--- config.mk ---
export PLATFORM = sky130hd
export DESIGN_NAME = weighted_masked_ranks_flat
export DESIGN_NICKNAME = d
export VERILOG_FILES = /design/src/rtl/weighted_masked_ranks_pkg.sv /design/src/rtl/weighted_masked_ranks_if.sv /design/src/rtl/weighted_masked_ranks_sum.sv /design/src/rtl/weighted_masked_ranks.sv /design/src/flat_wrapper.sv
export SDC_FILE = /design/constraint.sdc
export NUM_CORES = 1
export LEC_CHECK = 0
export BUFFER_PORTS_ARGS = -buffer_cell sky130_fd_sc_hd__clkbuf_2
export CAP_MARGIN = 40
export CORE_UTILIZATION = 45
export CTS_BUF_LIST = sky130_fd_sc_hd__clkbuf_4
export DETAILED_ROUTE_END_ITERATION = 8
export GPL_ROUTABILITY_DRIVEN = 0
export SYNTH_ARGS = -nofsm -noshare
export SYNTH_HDL_FRONTEND = slang
export SYNTH_SLANG_ARGS = --single-unit
--- constraint.sdc ---
create_clock -name clk -period 7.3 [get_ports clk]
set_input_delay 1.095 -clock clk [delete_from_list [all_inputs] [get_ports clk]]
set_output_delay 1.095 -clock clk [all_outputs]
set_load 0.02 [all_outputs]
--- src/rtl/weighted_masked_ranks_pkg.sv ---
// Shared helpers for the weighted order-statistics datapath: width derivations
// and the reset image of the rank matrix.
package wos_pkg;

  localparam int MAX_N = 64;

  function automatic int rank_width(input int n, input int w);
    return $clog2(n * ((1 << w) - 1) + 1);
  endfunction

  function automatic int fill_width(input int n);
    return $clog2(n + 1);
  endfunction

  // Row j of the empty window: slot j ranks above every older slot.
  function automatic logic [MAX_N-1:0] ROW_RST(input int j);
    return (MAX_N'(1) << (j + 1)) - MAX_N'(1);
  endfunction

endpackage

--- src/rtl/weighted_masked_ranks_if.sv ---
// Sample-in / ranks-out handshake bundle between the comparator bank and the
// WOS select stage.
interface weighted_masked_ranks_if
  import wos_pkg::*;
#(
  parameter int N = 7,
  parameter int W = 4
);
  localparam int RANK_W = rank_width(N, W);
  localparam int FW     = fill_width(N);

  logic                in_valid;
  logic                in_ready;
  logic [N-2:0]        gts;
  logic [N-1:0]        mask;
  logic [N*W-1:0]      weights;
  logic                out_valid;
  logic                out_ready;
  logic [N*RANK_W-1:0] ranks_out;
  logic [FW-1:0]       fill_count;

  modport master (
    output in_valid, gts, mask, weights, out_ready,
    input  in_ready, out_valid, ranks_out, fill_count
  );

  modport slave (
    input  in_valid, gts, mask, weights, out_ready,
    output in_ready, out_valid, ranks_out, fill_count
  );
endinterface

--- src/rtl/weighted_masked_ranks_sum.sv ---
// One slot's weighted rank: balanced adder tree over the weights of enabled
// samples ranking at or below it. Purely combinational.
module weighted_rank_sum
  import wos_pkg::*;
#(
  parameter int N = 7,
  parameter int W = 4,
  localparam int RANK_W = rank_width(N, W)
) (
  input  logic [N-1:0]      row_i,
  input  logic [N-1:0]      eff_i,
  input  logic [N*W-1:0]    weights_i,
  input  logic              self_en_i,
  output logic [RANK_W-1:0] rank_o
);
  localparam int P = 1 << $clog2(N);

  logic [RANK_W-1:0] node [1:2*P-1];

  // Leaves at P..2P-1 (padded with zero), internal node i sums children 2i, 2i+1.
  always_comb begin
    for (int i = 1; i < 2 * P; i++) node[i] = '0;
    for (int k = 0; k < N; k++)
      node[P+k] = (row_i[k] & eff_i[k]) ? RANK_W'(weights_i[k*W +: W]) : '0;
    for (int i = P - 1; i >= 1; i--)
      node[i] = node[2*i] + node[2*i+1];
  end

  assign rank_o = self_en_i ? node[1] : '0;

endmodule

--- src/rtl/weighted_masked_ranks.sv ---
// Sliding-window weighted rank kernel: NxN at-or-below matrix (stage A) feeding
// N per-slot rank adders registered into the output stage (stage B).
module weighted_masked_ranks
  import wos_pkg::*;
#(
  parameter int N = 7,
  parameter int W = 4
) (
  input  logic                    clk,
  input  logic                    rst,
  input  logic                    flush,
  weighted_masked_ranks_if.slave  bus
);
  localparam int RANK_W = rank_width(N, W);
  localparam int FW     = fill_width(N);

  logic [N-1:0][N-1:0]      row_q, row_d, row_init;
  logic [N-1:0]             mask_q, mask_d;
  logic [N*W-1:0]           w_q, w_d;
  logic [FW-1:0]            fill_q, fill_d;
  logic                     a_valid_q, a_valid_d;
  logic                     out_valid_q, out_valid_d;
  logic [N-1:0][RANK_W-1:0] ranks_q, ranks_d, rank_c;
  logic                     clr, accept, b_en, in_ready;
  logic [N-1:0]             occ, eff;

  for (genvar j = 0; j < N; j++) begin : g_init
    localparam logic [MAX_N-1:0] RR = ROW_RST(j);
    assign row_init[j] = RR[N-1:0];
  end

  assign clr      = ~rst | flush;
  assign b_en     = a_valid_q & (~out_valid_q | bus.out_ready);
  assign in_ready = ~a_valid_q | b_en;
  assign accept   = bus.in_valid & in_ready & ~flush;

  // Newest sample enters at slot N-1; every older row shifts down one slot and
  // drops its column for the evicted sample.
  always_comb begin
    row_d       = row_q;
    mask_d      = mask_q;
    w_d         = w_q;
    fill_d      = fill_q;
    a_valid_d   = a_valid_q & ~b_en;
    out_valid_d = out_valid_q;
    ranks_d     = ranks_q;
    if (accept) begin
      row_d[N-1] = {1'b1, bus.gts};
      for (int i = 0; i < N - 1; i++)
        row_d[i] = {~bus.gts[i], row_q[i+1][N-1:1]};
      mask_d    = bus.mask;
      w_d       = bus.weights;
      a_valid_d = 1'b1;
      if (fill_q < FW'(N)) fill_d = fill_q + 1'b1;
    end
    if (b_en) begin
      ranks_d     = rank_c;
      out_valid_d = 1'b1;
    end else if (bus.out_ready) begin
      out_valid_d = 1'b0;
    end
  end

  always_comb begin
    occ = '0;
    for (int k = 0; k < N; k++) occ[k] = (k >= N - int'(fill_q));
  end
  assign eff = mask_q & occ;

  for (genvar j = 0; j < N; j++) begin : g_lane
    weighted_rank_sum #(.N(N), .W(W)) u_sum (
      .row_i     (row_q[j]),
      .eff_i     (eff),
      .weights_i (w_q),
      .self_en_i (eff[j]),
      .rank_o    (rank_c[j])
    );
  end

  always_ff @(posedge clk) begin
    if (clr) begin
      row_q       <= row_init;
      mask_q      <= '0;
      w_q         <= '0;
      fill_q      <= '0;
      a_valid_q   <= 1'b0;
      out_valid_q <= 1'b0;
      ranks_q     <= '0;
    end else begin
      row_q       <= row_d;
      mask_q      <= mask_d;
      w_q         <= w_d;
      fill_q      <= fill_d;
      a_valid_q   <= a_valid_d;
      out_valid_q <= out_valid_d;
      ranks_q     <= ranks_d;
    end
  end

  assign bus.in_ready   = in_ready;
  assign bus.out_valid  = out_valid_q;
  assign bus.ranks_out  = ranks_q;
  assign bus.fill_count = fill_q;

endmodule

--- src/flat_wrapper.sv ---
// flat-port wrapper written by rule: the top's interface ports become plain ports
module weighted_masked_ranks_flat import wos_pkg::*;
#(
  parameter int N = 7,
  parameter int W = 4
)
  (clk, rst, flush, bus_in_valid, bus_gts, bus_mask, bus_weights, bus_out_ready, bus_in_ready, bus_out_valid, bus_ranks_out, bus_fill_count);
  weighted_masked_ranks_if #(.N(N), .W(W)) bus_i ();
  input  logic clk;
  input  logic rst;
  input  logic flush;
  input wire logic [$bits(bus_i.in_valid)-1:0] bus_in_valid;
  input wire logic [$bits(bus_i.gts)-1:0] bus_gts;
  input wire logic [$bits(bus_i.mask)-1:0] bus_mask;
  input wire logic [$bits(bus_i.weights)-1:0] bus_weights;
  input wire logic [$bits(bus_i.out_ready)-1:0] bus_out_ready;
  output wire logic [$bits(bus_i.in_ready)-1:0] bus_in_ready;
  output wire logic [$bits(bus_i.out_valid)-1:0] bus_out_valid;
  output wire logic [$bits(bus_i.ranks_out)-1:0] bus_ranks_out;
  output wire logic [$bits(bus_i.fill_count)-1:0] bus_fill_count;
  assign bus_i.in_valid = bus_in_valid;
  assign bus_i.gts = bus_gts;
  assign bus_i.mask = bus_mask;
  assign bus_i.weights = bus_weights;
  assign bus_i.out_ready = bus_out_ready;
  assign bus_in_ready = bus_i.in_ready;
  assign bus_out_valid = bus_i.out_valid;
  assign bus_ranks_out = bus_i.ranks_out;
  assign bus_fill_count = bus_i.fill_count;
  weighted_masked_ranks #(.N(N), .W(W)) u_core (.clk(clk), .rst(rst), .flush(flush), .bus(bus_i));
endmodule
==> results.py <==
metrics = {
    "clock_network": {
        "cts.hold.buffers_added": 0,
        "clk_pin_slew_ps": 130,
        "clock-sinks": 131,
        "cts_setup_buffers": 0,
        "cts_tree": "done",
        "clockBufferDepth": 2,
        "cts_buffers": 17,
        "insertion_delay_ps": 590,
        "ctsResizeCount": 0,
        "htree_num_levels": 4,
        "clock-root-buffer": "clkbuf_4",
    },
    "sta": {
        "worstMarginPinSlew_ps": 847,
        "setup_viol": 0,
        "whs_ps": 458,
        "max_slew_margin_pct": 43.5,
        "drv_slew": 0,
        "skew_ps": 27.1,
        "max_freq_ghz": 0.180,
        "post-route-period-util_pct": 76.2,
        "hold_violations": 0,
        "fin_crit_ps": 5560,
        "finalSetupTns_ps": 0,
        "grt_setup_unrepaired": "no",
    },
    "run_status": {
        "status": "complete, no violations",
    },
    "drt": {
        "vias": 8415,
        "first_iter_violations": 675,
        "post_drt_wl_per_cell_um": 18.2,
        "routed_wl_um": 29000,
        "drc_errors": 0,
        "viasPerCell": 5.30,
        "first_pass_iters": 6,
        "postRouteAntennaNets": 0,
    },
    "synthesis": {
        "syn_area_sq_um": 10300,
        "syn_nets": 1475,
        "syn_inst": 1234,
        "avgSynthCellArea_sq_um": 8.37,
        "yosysWarnings": 0,
        "synth_seq_cells": 131,
        "ys_types": 39,
        "yosys-top-cells-area": "dfxtp_1 25%, fa_1 24%, nand2_1 9.2%",
        "synth_top_area_share_pct": 25.4,
        "async_reset_ff_share_pct": 0,
        "yosys.area.top_type": "dfxtp_1",
        "synth_edf_count": 0,
        "synthFlopType": "dfxtp_1",
        "ys_seq_area_share_pct": 25.4,
    },
    "global_routing": {
        "grt_util_all_layers_pct": 26.0,
        "grt_pass1_wl_um": 46400,
        "grt_overflow": 0,
        "first_global_vias": 8489,
        "grt_max_degree": 77,
        "antenna_found_initial": 1,
    },
    "finish": {
        "utilization_pct": 49.8,
        "drive_gt1_share_pct": 11.7,
        "most-common-layout-cells": "250 x nand2_1, 191 x inv_1, 131 x dfxtp_1",
        "design_area_sq_um": 11200,
        "syn_to_final_growth_pct": 8.74,
        "final_common_cell": "nand2_1",
        "layout.nets": 1530,
    },
    "critical_path": {
        "rr_startpoint": "u_core.bus.fill_count[1]",
        "slowest_stage": "o21a_1",
        "path_class": "reg -> reg",
        "cpPeakStageDelay_ps": 610,
        "arrival_ps": 6010,
        "crit_family": "adder cells",
        "setup.worst_path.end_class": "flop",
        "timing.rr.end": "u_core.bus.ranks_out[33]",
        "regToRegSetupSlack_ps": 1740,
        "crit_buf_inv": 4,
        "worstSetupStartpointType": "flop",
        "worstPathMaxFanout": 21,
        "cp.required_ps": 7750,
        "cp_cell_sequence": "inv_1, ha_1, nand2b_1, o21a_1, and2_1, nand2_1, fa_1, fa_1, inv_1, fa_1, inv_1, fa_1, inv_1, ha_1, nor2b_1, o21a_1, or3_1, nand4_1, a21oi_1",
        "r2r_cells": 19,
    },
    "floorplan": {
        "ios": 100,
        "die_h_um": 154,
        "core_sq_um": 22600,
        "die_x_um": 154,
        "dieArea_sq_um": 23600,
        "start_util_pct": 45.8,
        "rows": 55,
    },
    "power": {
        "irDropWorstVdd_uv": 108,
        "power_density_nw_per_um2": 123,
        "p_leak_uw": 0.00535,
    },
    "hold_path": {
        "hold_depth": 2,
        "holdPathEnd": "u_core.bus.ranks_out[21]",
        "min_from": "u_core.bus.ranks_out[21]",
        "hold_class": "reg -> reg",
    },
    "place": {
        "postPlaceCellArea_sq_um": 10900,
        "place_hpwl_um": 20500,
        "port_buffers": 99,
    },
    "run": {
        "cap_violations": 0,
    },
}
[where the power goes]
group          switching (uW)  leakage (uW)  internal (uW)
clock                     334      0.000161            217
combinational            55.3       0.00413           25.9
sequential               22.2       0.00106            728
[logic make-up after synthesis]
family	Yosys count	share of synthesized area [%]
AOI/OAI and AO/OA	149	8.73
DFF	131	25.4
buffers and inverters	262	10.2
adders and majority gates	195	32.8
and+or+nand+nor	481	21.6
xor gates and xnor gates	16	1.36
[through the flow]
stage	cells	worst slack, ps	total power (uW)
after global placement	1554	1830	845
after floorplan	1234	2400	807
after CTS	1587	1760	1390
after detailed placement	1555	1780	847
final	1588	1740	1380
after global routing	1588	1370	1440
[tightest hold or removal path, cell delays in order, from the launching register on]
cell and delay (ps):
dfxtp_1 330, nand2_1 50, a21oi_1 50
[worst max-delay path by stage]
stage | from | endpoint | slack (ps) | cells after the start
floorplan | u_core.bus.fill_count[1] | u_core.bus.ranks_out[5] | 2400 | 20
global route | u_core.bus.fill_count[0] | u_core.bus.ranks_out[33] | 1370 | 19
global placement | u_core.bus.fill_count[1] | u_core.bus.ranks_out[33] | 1830 | 19
detailed placement | u_core.bus.fill_count[1] | u_core.bus.ranks_out[33] | 1780 | 19
CTS | u_core.bus.fill_count[1] | u_core.bus.ranks_out[33] | 1760 | 19
finish | u_core.bus.fill_count[1] | u_core.bus.ranks_out[33] | 1740 | 19
[registers in the layout, summed over array words and instances, names as in the netlist]
name	cells
u_core.a_valid_q	1
u_core.bus.fill_count	3
u_core.bus.out_valid	1
u_core.bus.ranks_out	49
u_core.mask_q	7
u_core.row_q	42
u_core.w_q	28
[synthesized netlist by cell type, types with 2 or more instances]
cell and n:
clkbuf_1 42, nand3_1 54, a32oi_1 3, nor2_1 35, a21oi_1 84, nand4_1 3
a22oi_1 10, ha_1 69, o211ai_1 3, nand2b_1 9, fa_1 126, nand3b_1 2
o21a_1 10, a2111oi_0 3, buf_6 3, inv_1 191, nor4_1 3, and2_1 46
or3_1 3, a21oi_2 5, a32o_1 5, o21ai_0 13, a21o_1 5, nor2_2 2
nor2b_1 9, xnor2_1 10, dfxtp_1 131, nand2_1 252, and3_1 60, xor2_1 6
a211oi_1 6, buf_4 5, buf_2 20
[final cells by class]
type / instances / area [sq um]
timing repair buffer: 107 / 563
clock buffer: 18 / 135
tap: 285 / 357
clock inverter: 14 / 163
sequential: 131 / 2620
antenna: 1 / 2.50
multi-input combinational: 841 / 6680
inverter: 191 / 717
fill: 2252 / 11300
[per-layer routing]
metal | global-route usage (%) | vias to the layer above | part of all wire [%]
li1 | - | 3980 | -
met1 | 35.4 | 4081 | 46
met2 | 41.2 | 282 | 44
met3 | 3.61 | 72 | 5.5
met4 | 11.8 | 0 | 4.2
met5 | 0 | - | 0
(Power assumes the default switching activity.)
